[config.mk]
export PLATFORM = sky130hd
export DESIGN_NAME = zero_skip_sequencer
export DESIGN_NICKNAME = d
export VERILOG_FILES = /design/src/rtl/zero_skip_sequencer.sv
export SDC_FILE = /design/constraint.sdc
export NUM_CORES = 1
export LEC_CHECK = 0
export ABC_AREA = 1
export BUFFER_PORTS_ARGS = -buffer_cell sky130_fd_sc_hd__buf_4
export CORE_MARGIN = 2
export CORE_UTILIZATION = 54
export DETAILED_ROUTE_END_ITERATION = 8
export GPL_TIMING_DRIVEN = 0
export PLACE_DENSITY = 0.76
export SYNTH_ARGS = -nofsm -noshare
export SYNTH_HDL_FRONTEND = slang
export SYNTH_SLANG_ARGS = --single-unit
[constraint.sdc]
create_clock -name clk -period 2.6 [get_ports clk]
set_input_delay 0.52 -clock clk [delete_from_list [all_inputs] [get_ports clk]]
set_output_delay 0.52 -clock clk [all_outputs]
set_load 0.02 [all_outputs]
[src/rtl/zero_skip_sequencer.sv]
// ============================================================================
// Module   : zero_skip_sequencer
// Purpose  : Read-side sequencer for the PE ifmap zero-flag buffer; scans each
//            window, gates MAC enables on zero taps, then slides the buffer.
// Revision : 1.0
// ============================================================================
`default_nettype none

module zero_skip_sequencer #(
    parameter int MEM_DEPTH  = 12,
    parameter int ADDR_WIDTH = $clog2(MEM_DEPTH),
    parameter int CNT_WIDTH  = 8
) (
    input  logic                  clk,
    input  logic                  reset,
    input  logic                  start,
    input  logic [ADDR_WIDTH-1:0] window_len,
    input  logic [ADDR_WIDTH-1:0] stride,
    input  logic [CNT_WIDTH-1:0]  num_windows,
    input  logic                  window_ready,
    input  logic                  zero_flag,
    output logic [ADDR_WIDTH-1:0] r_addr,
    output logic                  shift,
    output logic                  mac_en,
    output logic [ADDR_WIDTH-1:0] mac_addr,
    output logic                  mac_last,
    output logic                  busy,
    output logic                  done,
    output logic [CNT_WIDTH-1:0]  skip_count
);

    // One extra bit so a length equal to MEM_DEPTH is always representable.
    localparam int                  c_LEN_W = ADDR_WIDTH + 1;
    localparam logic [c_LEN_W-1:0]  c_DEPTH = c_LEN_W'(MEM_DEPTH);
    localparam logic [c_LEN_W-1:0]  c_ONE   = c_LEN_W'(1);

    typedef enum logic [2:0] {
        S_IDLE  = 3'd0,
        S_WAIT  = 3'd1,
        S_SCAN  = 3'd2,
        S_SHIFT = 3'd3,
        S_DRAIN = 3'd4
    } state_t;

    state_t                r_state, w_state_nxt;
    logic [c_LEN_W-1:0]    r_len, w_len_nxt;
    logic [c_LEN_W-1:0]    r_stride, w_stride_nxt;
    logic [CNT_WIDTH-1:0]  r_num, w_num_nxt;
    logic [CNT_WIDTH-1:0]  r_win, w_win_nxt;
    logic [c_LEN_W-1:0]    r_sh, w_sh_nxt;
    logic [ADDR_WIDTH-1:0] w_addr_nxt;
    logic                  w_shift_nxt;
    logic                  w_mac_en_nxt;
    logic [ADDR_WIDTH-1:0] w_mac_addr_nxt;
    logic                  w_mac_last_nxt;
    logic                  w_done_nxt;
    logic [CNT_WIDTH-1:0]  w_skip_nxt;
    logic [c_LEN_W-1:0]    w_len_in;
    logic [c_LEN_W-1:0]    w_stride_in;
    logic [CNT_WIDTH-1:0]  w_win_inc;
    logic                  w_tap_last;
    logic                  w_sh_last;

    // Out-of-range lengths (including zero) fall back to a full-depth window.
    assign w_len_in    = ({1'b0, window_len} == '0 || {1'b0, window_len} > c_DEPTH)
                         ? c_DEPTH : {1'b0, window_len};
    assign w_stride_in = ({1'b0, stride} == '0 || {1'b0, stride} > c_DEPTH)
                         ? c_DEPTH : {1'b0, stride};
    assign w_win_inc   = r_win + CNT_WIDTH'(1);
    assign w_tap_last  = ({1'b0, r_addr} == r_len - c_ONE);
    assign w_sh_last   = (r_sh == r_stride - c_ONE);

    always_comb begin
        w_state_nxt    = r_state;
        w_len_nxt      = r_len;
        w_stride_nxt   = r_stride;
        w_num_nxt      = r_num;
        w_win_nxt      = r_win;
        w_sh_nxt       = r_sh;
        w_addr_nxt     = r_addr;
        w_mac_en_nxt   = 1'b0;
        w_mac_addr_nxt = '0;
        w_mac_last_nxt = 1'b0;
        w_done_nxt     = 1'b0;
        w_skip_nxt     = skip_count;
        case (r_state)
            S_IDLE: begin
                if (start) begin
                    w_len_nxt    = w_len_in;
                    w_stride_nxt = w_stride_in;
                    w_num_nxt    = (num_windows == '0) ? CNT_WIDTH'(1) : num_windows;
                    w_win_nxt    = '0;
                    w_skip_nxt   = '0;
                    w_addr_nxt   = '0;
                    w_state_nxt  = S_WAIT;
                end
            end
            S_WAIT: begin
                w_addr_nxt = '0;
                if (window_ready) begin
                    w_state_nxt = S_SCAN;
                end
            end
            S_SCAN: begin
                w_mac_en_nxt   = ~zero_flag;
                w_mac_addr_nxt = r_addr;
                w_mac_last_nxt = w_tap_last;
                if (zero_flag && (skip_count != '1)) begin
                    w_skip_nxt = skip_count + CNT_WIDTH'(1);
                end
                if (w_tap_last) begin
                    w_addr_nxt  = '0;
                    w_win_nxt   = w_win_inc;
                    w_sh_nxt    = '0;
                    w_state_nxt = (w_win_inc == r_num) ? S_DRAIN : S_SHIFT;
                end else begin
                    w_addr_nxt = r_addr + ADDR_WIDTH'(1);
                end
            end
            S_SHIFT, S_DRAIN: begin
                w_sh_nxt = r_sh + c_ONE;
                if (w_sh_last) begin
                    if (r_state == S_DRAIN) begin
                        w_done_nxt  = 1'b1;
                        w_state_nxt = S_IDLE;
                    end else begin
                        w_state_nxt = S_WAIT;
                    end
                end
            end
            default: w_state_nxt = S_IDLE;
        endcase
        // Shift is high for exactly the cycles spent in SHIFT/DRAIN.
        w_shift_nxt = (w_state_nxt == S_SHIFT) || (w_state_nxt == S_DRAIN);
    end

    always_ff @(posedge clk or negedge reset) begin
        if (!reset) begin
            r_state    <= S_IDLE;
            r_len      <= c_ONE;
            r_stride   <= c_ONE;
            r_num      <= CNT_WIDTH'(1);
            r_win      <= '0;
            r_sh       <= '0;
            r_addr     <= '0;
            shift      <= 1'b0;
            mac_en     <= 1'b0;
            mac_addr   <= '0;
            mac_last   <= 1'b0;
            busy       <= 1'b0;
            done       <= 1'b0;
            skip_count <= '0;
        end else begin
            r_state    <= w_state_nxt;
            r_len      <= w_len_nxt;
            r_stride   <= w_stride_nxt;
            r_num      <= w_num_nxt;
            r_win      <= w_win_nxt;
            r_sh       <= w_sh_nxt;
            r_addr     <= w_addr_nxt;
            shift      <= w_shift_nxt;
            mac_en     <= w_mac_en_nxt;
            mac_addr   <= w_mac_addr_nxt;
            mac_last   <= w_mac_last_nxt;
            busy       <= (w_state_nxt != S_IDLE);
            done       <= w_done_nxt;
            skip_count <= w_skip_nxt;
        end
    end

endmodule

`default_nettype wire

==> results.txt, run 1 <==
Fin. Hold Viols: 0
DR vias: 2575
Pre-CTS WS: 537 ps
Post-cts sizing count: 0
Critical path class: flop to flop
CTS root buf: clkbuf_8
CP most frequent cell: nand2_1
Critical Path AT: 2310 ps
WL met3: 291 µm
Synthesized cell area: 2950 µm²
Skew-Pair Late Insertion Delay: 310 ps
Number of global-route vias before repair: 2574
Dpl cell area: 3340 µm²
H-tree levels: 2
Synth-to-Final Area Change: 16.8%
Switching portion of total power: 44.3%
Met2 wire len: 3.26 mm
Post-layout nets: 453
PD cells: 1000 nW/µm²
Syn_nets: 405
DR WL/cell: 13.0 µm
TritonRoute pass-1 iters: 4
Sw power: 0.00152 W
Most common cell after layout, fill and taps aside: nand2_1
DIE AREA: 6060 µm²
Core Util, Final: 66.5%
First-pass GRT wire length: 11.6 mm
Slew margin rel.: 55.8%
Fmax: 0.469 GHz
Worst-path fanout max: 6
Async S/R FF share, synth: 100%
Mapped Cells: 378
Worst path buffer plus inverter count: 2
Max-slew violation count: 0
Final Non-Filler Cells: 497
Internal: 0.00192 W
Layout cell share with drive strength beyond 1: 16.2%
VDD IR-drop max: 635 µV
Combinational share of power: 47.5%
ANT cells: 0
Initial Util: 57.0%
Register share of total power: 37.9%
Met1 WL: 2.85 mm
Worst path top cell family by delay: simple AND/OR/NAND/NOR gates
Status: finished clean
Final worst-path cycle share: 82.0%
Total Wirelength: 6.47 mm
Skew final: 16.0 ps
Crit path required time: 2780 ps
Antenna violations before repair: 0
RSZ-0062 raised after global routing: false
Worst stage delay on the critical path: 580 ps
Post-route ant nets: 0
Die Height: 77.9 µm
CTS tree: yes
Post-synthesis register bit count: 53
Port bufs: 41
Crit path max-delay cell type: dfstp_2
Min-Delay Path Class: primary input to asynchronous set/reset pin
Core footprint: 5170 µm²
Top FF cell, synth: dfrtp_1
Overall global routing resource usage: 23.9%
Longest Clk Path Bufs: 2
Remaining routing DRC violations: 0
LEAKAGE: 1.69 nW
Max_cap viols: 0
EDFF count, synth: 0
Worst Tran Pin Value: 664 ps
Drt initial violations: 126
GR Overflow Total: 0
Endpoint type of the worst setup path: flop
Crit-path cells: inv_1, ha_1, xor2_1, nand2_1, nor2_1, nand3b_1, nand2_1, nand2_1, inv_1, o21ai_0
Largest net degree at the start of global routing: 54
Yosys top cell by area: dfrtp_1
Placed cell count: 489
Setup TNS: 0 ps
TritonCTS buffer count: 5
Synth area leaders: dfrtp_1, nand2_1, nand3_1, inv_1, nor2_1
CP Launch Type: flop
Rows: 26
Ys Warns: 0
I/O pin count: 42
Most frequent cells in the layout: nand2_1, dfrtp_1, inv_1, buf_4, nand3_1
Clock Power Share: 14.6%
Vias per std cell: 5.18
Avg Cell Area, Syn: 7.80 µm²
CTS sink cnt: 53
Fillers: 447
DP HPWL: 4.94 mm
Worst-path clk slew: 100 ps
Top sig layer: met4
Worst setup margin: 468 ps
Final setup violation count: 0
Layout Cell Area excl Fill: 3440 µm²
Post-synth top area share: 42.5%
Postcts setup bufs: 0
Routability cong.: 0.884
CTS Hold Bufs: 0
Seq/Total Area, Yosys: 45.1%
Die Wd: 77.9 µm
Minimum clock period: 2130 ps
Synth cell types: 34
## power groups by stage
stage / Sequential (W) / Combinational, W / Clock, W
6_report: 0.00130 / 0.00164 / 0.000503
5_1_grt: 0.00134 / 0.00189 / 0.000542
4_1_cts: 0.00130 / 0.00165 / 0.000514
3_5_place_dp: 0.00132 / 0.00164 / 0
3_3_place_gp: 0.00131 / 0.00159 / 0
2_1_floorplan: 0.00135 / 0.00114 / 0
## cells in the mapped netlist, types with 2 or more instances
| master | number |
|---|---|
| nand2_1 | 104 |
| ha_1 | 6 |
| clkbuf_1 | 2 |
| buf_2 | 2 |
| xor2_1 | 9 |
| nor2_4 | 4 |
| dfstp_2 | 3 |
| o21ai_0 | 25 |
| xnor2_1 | 8 |
| dfrtp_1 | 50 |
| nor3_1 | 6 |
| o31ai_1 | 4 |
| nor2_1 | 36 |
| o21bai_1 | 4 |
| or2_2 | 2 |
| a21oi_1 | 7 |
| nand3_1 | 37 |
| o22ai_1 | 6 |
| inv_1 | 48 |
## final timing paths
kind | start | end | slack, ps | cells after the start
hold / removal | reset | r_len[1] | 230 | 1
min in group clk | zero_flag | mac_en | 360 | 2
max in group asynchronous | reset | r_win[7] | 1910 | 1
setup / recovery | r_len[0] | r_win[5] | 470 | 10
setup reg to reg | r_len[0] | r_win[5] | 470 | 10
hold reg to reg | r_num[0] | r_num[0] | 500 | 2
## routing by layer
metal	up-vias	global-route usage [%]
met5	-	0
met4	0	5.71
met3	4	5.12
met2	49	41.7
met1	1211	30.1
li1	1311	-
## cells by family (layout without fill, tap and decap cells)
| logic type | after synthesis | in the layout | synth area share [%] |
|---|---|---|---|
| simple gates | 198 | 198 | 30.1 |
| buf+inv | 55 | 104 | 7.52 |
| fa+ha+maj | 6 | 6 | 2.55 |
| compound gates | 49 | 49 | 9.60 |
| flops | 53 | 53 | 45.1 |
| xor+xnor | 17 | 17 | 5.05 |
## flip-flops by register name, indices dropped and copies added, names as in the netlist
register    cells
r_num           8
r_win           8
r_len           4
r_addr          4
done            1
mac_last        1
r_sh            5
mac_addr        4
mac_en          1
shift           1
r_stride        4
busy            1
r_state         3
skip_count      8
## layout make-up
class                           instances  area [µm²]  area share, %
Tap cell                               70        87.6           2.55
Clock buffer                            6        82.6           2.40
Inverter                               50         193           5.60
Timing Repair Buffer                   41         308           8.95
Clock inverter                          2        16.3          0.473
Multi-Input combinational cell        270        1400           40.5
Sequential cell                        53        1330           38.7
Buffer                                  5        28.8          0.836
## stage by stage
| step | hold slack [ps] | total power [W] |
|---|---|---|
| 5_1_grt | 275 | 0.00378 |
| 2_1_floorplan | 224 | 0.00249 |
| 3_3_place_gp | 477 | 0.00289 |
| 3_5_place_dp | 488 | 0.00295 |
| 6_report | 230 | 0.00344 |
| 4_1_cts | 254 | 0.00346 |
No activity file was read; power rests on OpenSTA's default activity.
==> run 2: changes to the inputs <==
--- a/config.mk
+++ b/config.mk
@@ -8,7 +8,7 @@
 export ABC_AREA = 1
 export BUFFER_PORTS_ARGS = -buffer_cell sky130_fd_sc_hd__buf_4
 export CORE_MARGIN = 2
-export CORE_UTILIZATION = 54
+export CORE_UTILIZATION = 52
 export DETAILED_ROUTE_END_ITERATION = 8
 export GPL_TIMING_DRIVEN = 0
 export PLACE_DENSITY = 0.76
==> constraint.sdc (replaced) <==
create_clock -name clk -period 1.85 [get_ports clk]
set_input_delay 0.37 -clock clk [delete_from_list [all_inputs] [get_ports clk]]
set_output_delay 0.37 -clock clk [all_outputs]
set_load 0.02 [all_outputs]
==> results.txt, run 2 (synthesized netlist as in run 1, its figures left out) <==
Status: complete, but fails checks
Failing checks: setup timing
DR vias: 2633 (+2.3%)
Layout Cell Area excl Fill: 3560 µm² (+3.6%)
CTS tree: yes
Clock Power Share: 15.3% (+0.7 points)
ANT cells: 0 (unchanged)
Dpl cell area: 3340 µm² (about the same)
Combinational share of power: 49.4% (+1.9 points)
Skew final: 5.19 ps (-10.8 ps)
CP most frequent cell: nand2_1
Final setup violation count: 12 (+12)
Most common cell after layout, fill and taps aside: nand2_1
Rows: 27 (+3.8%)
Overall global routing resource usage: 22.4% (-1.5 points)
Switching portion of total power: 43.4% (-0.83 points)
Final Non-Filler Cells: 506 (+1.8%)
Worst path buffer plus inverter count: 1 (-1)
Synth-to-Final Area Change: 21.0%
Die Wd: 79.3 µm (+1.8%)
Max_cap viols: 0 (unchanged)
I/O pin count: 42 (unchanged)
First-pass GRT wire length: 11.2 mm (-4.0%)
Remaining routing DRC violations: 0 (unchanged)
Antenna violations before repair: 0 (unchanged)
Core footprint: 5470 µm² (+5.8%)
Most frequent cells in the layout: nand2_1, dfrtp_1, buf_4, inv_1, nand3_1
R2R Path End: shift
H-tree levels: 2 (unchanged)
Fmax: 0.527 GHz (+12%)
Number of global-route vias before repair: 2515 (-2.3%)
RSZ-0062 raised after global routing: true
CTS Hold Bufs: 0 (unchanged)
Skew-Pair Late Insertion Delay: 310 ps (about the same)
Worst Tran Pin Value: 662 ps (-1.79 ps)
Total Wirelength: 6.49 mm (+0.42%)
DP HPWL: 4.82 mm (-2.4%)
Post-layout nets: 460 (+1.5%)
Sw power: 0.00225 W (+48%)
Max-slew violation count: 0 (unchanged)
Port bufs: 41 (unchanged)
CP Launch Type: flop
Minimum clock period: 1900 ps (-234 ps)
Fillers: 478 (+6.9%)
Vias per std cell: 5.20 (+0.43%)
Register share of total power: 35.3% (-2.6 points)
Worst-path fanout max: 5 (-1)
Hold Worst Slack: 91.2 ps (-139 ps)
Post-route ant nets: 0 (unchanged)
Setup TNS: -337 ps (-337 ps)
Top Registers: r_num (8), r_win (8), skip_count (8)
Min-Delay Path Class: primary input to asynchronous set/reset pin
DIE AREA: 6280 µm² (+3.6%)
Worst-path clk slew: 90 ps (about the same)
Internal: 0.00293 W (+53%)
Slew margin rel.: 55.9% (+0.12 points)
Worst path top cell family by delay: simple AND/OR/NAND/NOR gates
Initial Util: 53.8% (-3.1 points)
Worst stage delay on the critical path: 560 ps (-20 ps)
Drt initial violations: 104 (-17%)
TritonRoute pass-1 iters: 5 (+1)
Endpoint type of the worst setup path: flop
Crit path max-delay cell type: dfstp_2
Worst setup margin: -48.2 ps (-516 ps)
Crit-path cells: inv_2, ha_4, xor2_1, nand2_1, nor2_1, nand3b_1, nor2_4, nand3_2, nand2_1, nand2_2, nand2_1
TritonCTS buffer count: 5 (unchanged)
Reg2reg start: r_len[0]
Final worst-path cycle share: 103% (+21 points)
Layout cell share with drive strength beyond 1: 21.0% (+4.8 points)
Largest net degree at the start of global routing: 54 (unchanged)
Longest Clk Path Bufs: 2 (unchanged)
DR WL/cell: 12.8 µm (-1.4%)
Routability cong.: 0.838 (-5.2%)
Fin. Hold Viols: 0 (unchanged)
Crit path required time: 2100 ps (-680 ps)
LEAKAGE: 1.74 nW (+3.0%)
GR Overflow Total: 0 (unchanged)
Reg2reg setup slack: -50 ps (-520 ps)
Critical path class: flop to flop
PD cells: 1450 nW/µm² (+45%)
CTS sink cnt: 53 (unchanged)
VDD IR-drop max: 751 µV (+18%)
Critical Path AT: 2150 ps (-160 ps)
Placed cell count: 491 (+0.41%)
CTS root buf: clkbuf_8
Die Height: 79.3 µm (+1.8%)
Cells on worst reg2reg path: 11 (+1)
-- run 2: cell count changes in the layout (fill, tap and decap cells not counted), moves of 2 or more --
cell	previous run	this run
inv_1	48	46
nand2_1	104	97
nand2_2	1	8
o21ai_0	25	22
buf_4	41	48
nor2_1	36	34
clkbuf_2	0	2
o21ai_1	0	3
-- run 2: worst max path at each step --
| stage | from | end | slack [ps] | cells after the start |
|---|---|---|---|---|
| after global placement | r_len[0] | r_win[2] | -210 | 10 |
| after global routing | r_len[0] | busy | -190 | 12 |
| after CTS | r_len[0] | busy | -110 | 11 |
| final | r_len[0] | shift | -50 | 11 |
| after detailed placement | r_len[0] | r_win[4] | -250 | 10 |
| after floorplan | r_len[0] | busy | 10 | 12 |
-- run 2: metal layers --
layer | part of all wire (%) | GRT usage [%] | vias to the layer above
li1 | - | - | 1322
met1 | 44 | 29.2 | 1258
met2 | 51 | 38.2 | 45
met3 | 3.8 | 4.20 | 8
met4 | 1.2 | 6.21 | 0
met5 | 0 | 0 | -
-- run 2: layout make-up --
class | instances | area [µm²] | share of cell area (%)
clock buffers | 6 | 72.6 | 2.04
well taps | 72 | 90.1 | 2.53
multi-input cells | 270 | 1450 | 40.6
plain buffers | 5 | 31.3 | 0.878
inverters | 50 | 195 | 5.48
flip-flops and latches | 53 | 1330 | 37.3
repair buffers | 48 | 360 | 10.1
clock inverters | 2 | 38.8 | 1.09
-- run 2: timing repair --
item | 4_1_cts | 5_1_grt
buffers inserted | 5 | 2
setup endpoints to repair | 21 | 39
gates cloned | 0 | 0
gates resized for setup | 14 | 9
pin swaps | 9 | 4
-- run 2: power groups by stage --
stage,clock network [W],registers [W],logic [W]
6_report,0.000794,0.00183,0.00256
3_3_place_gp,0,0.00183,0.00223
4_1_cts,0.000809,0.00182,0.00249
5_1_grt,0.000856,0.00187,0.00289
3_5_place_dp,0,0.00184,0.00233
2_1_floorplan,0,0.00189,0.00160
-- run 2: through the flow --
step                total power (W)  setup slack, ps  util (%)
floorplan                   0.00349             9.62         -
finish                      0.00518            -48.2      65.1
detailed placement          0.00417             -249      61.1
CTS                         0.00512             -107      64.5
global route                0.00562             -194      65.1
global placement            0.00407             -205      61.1
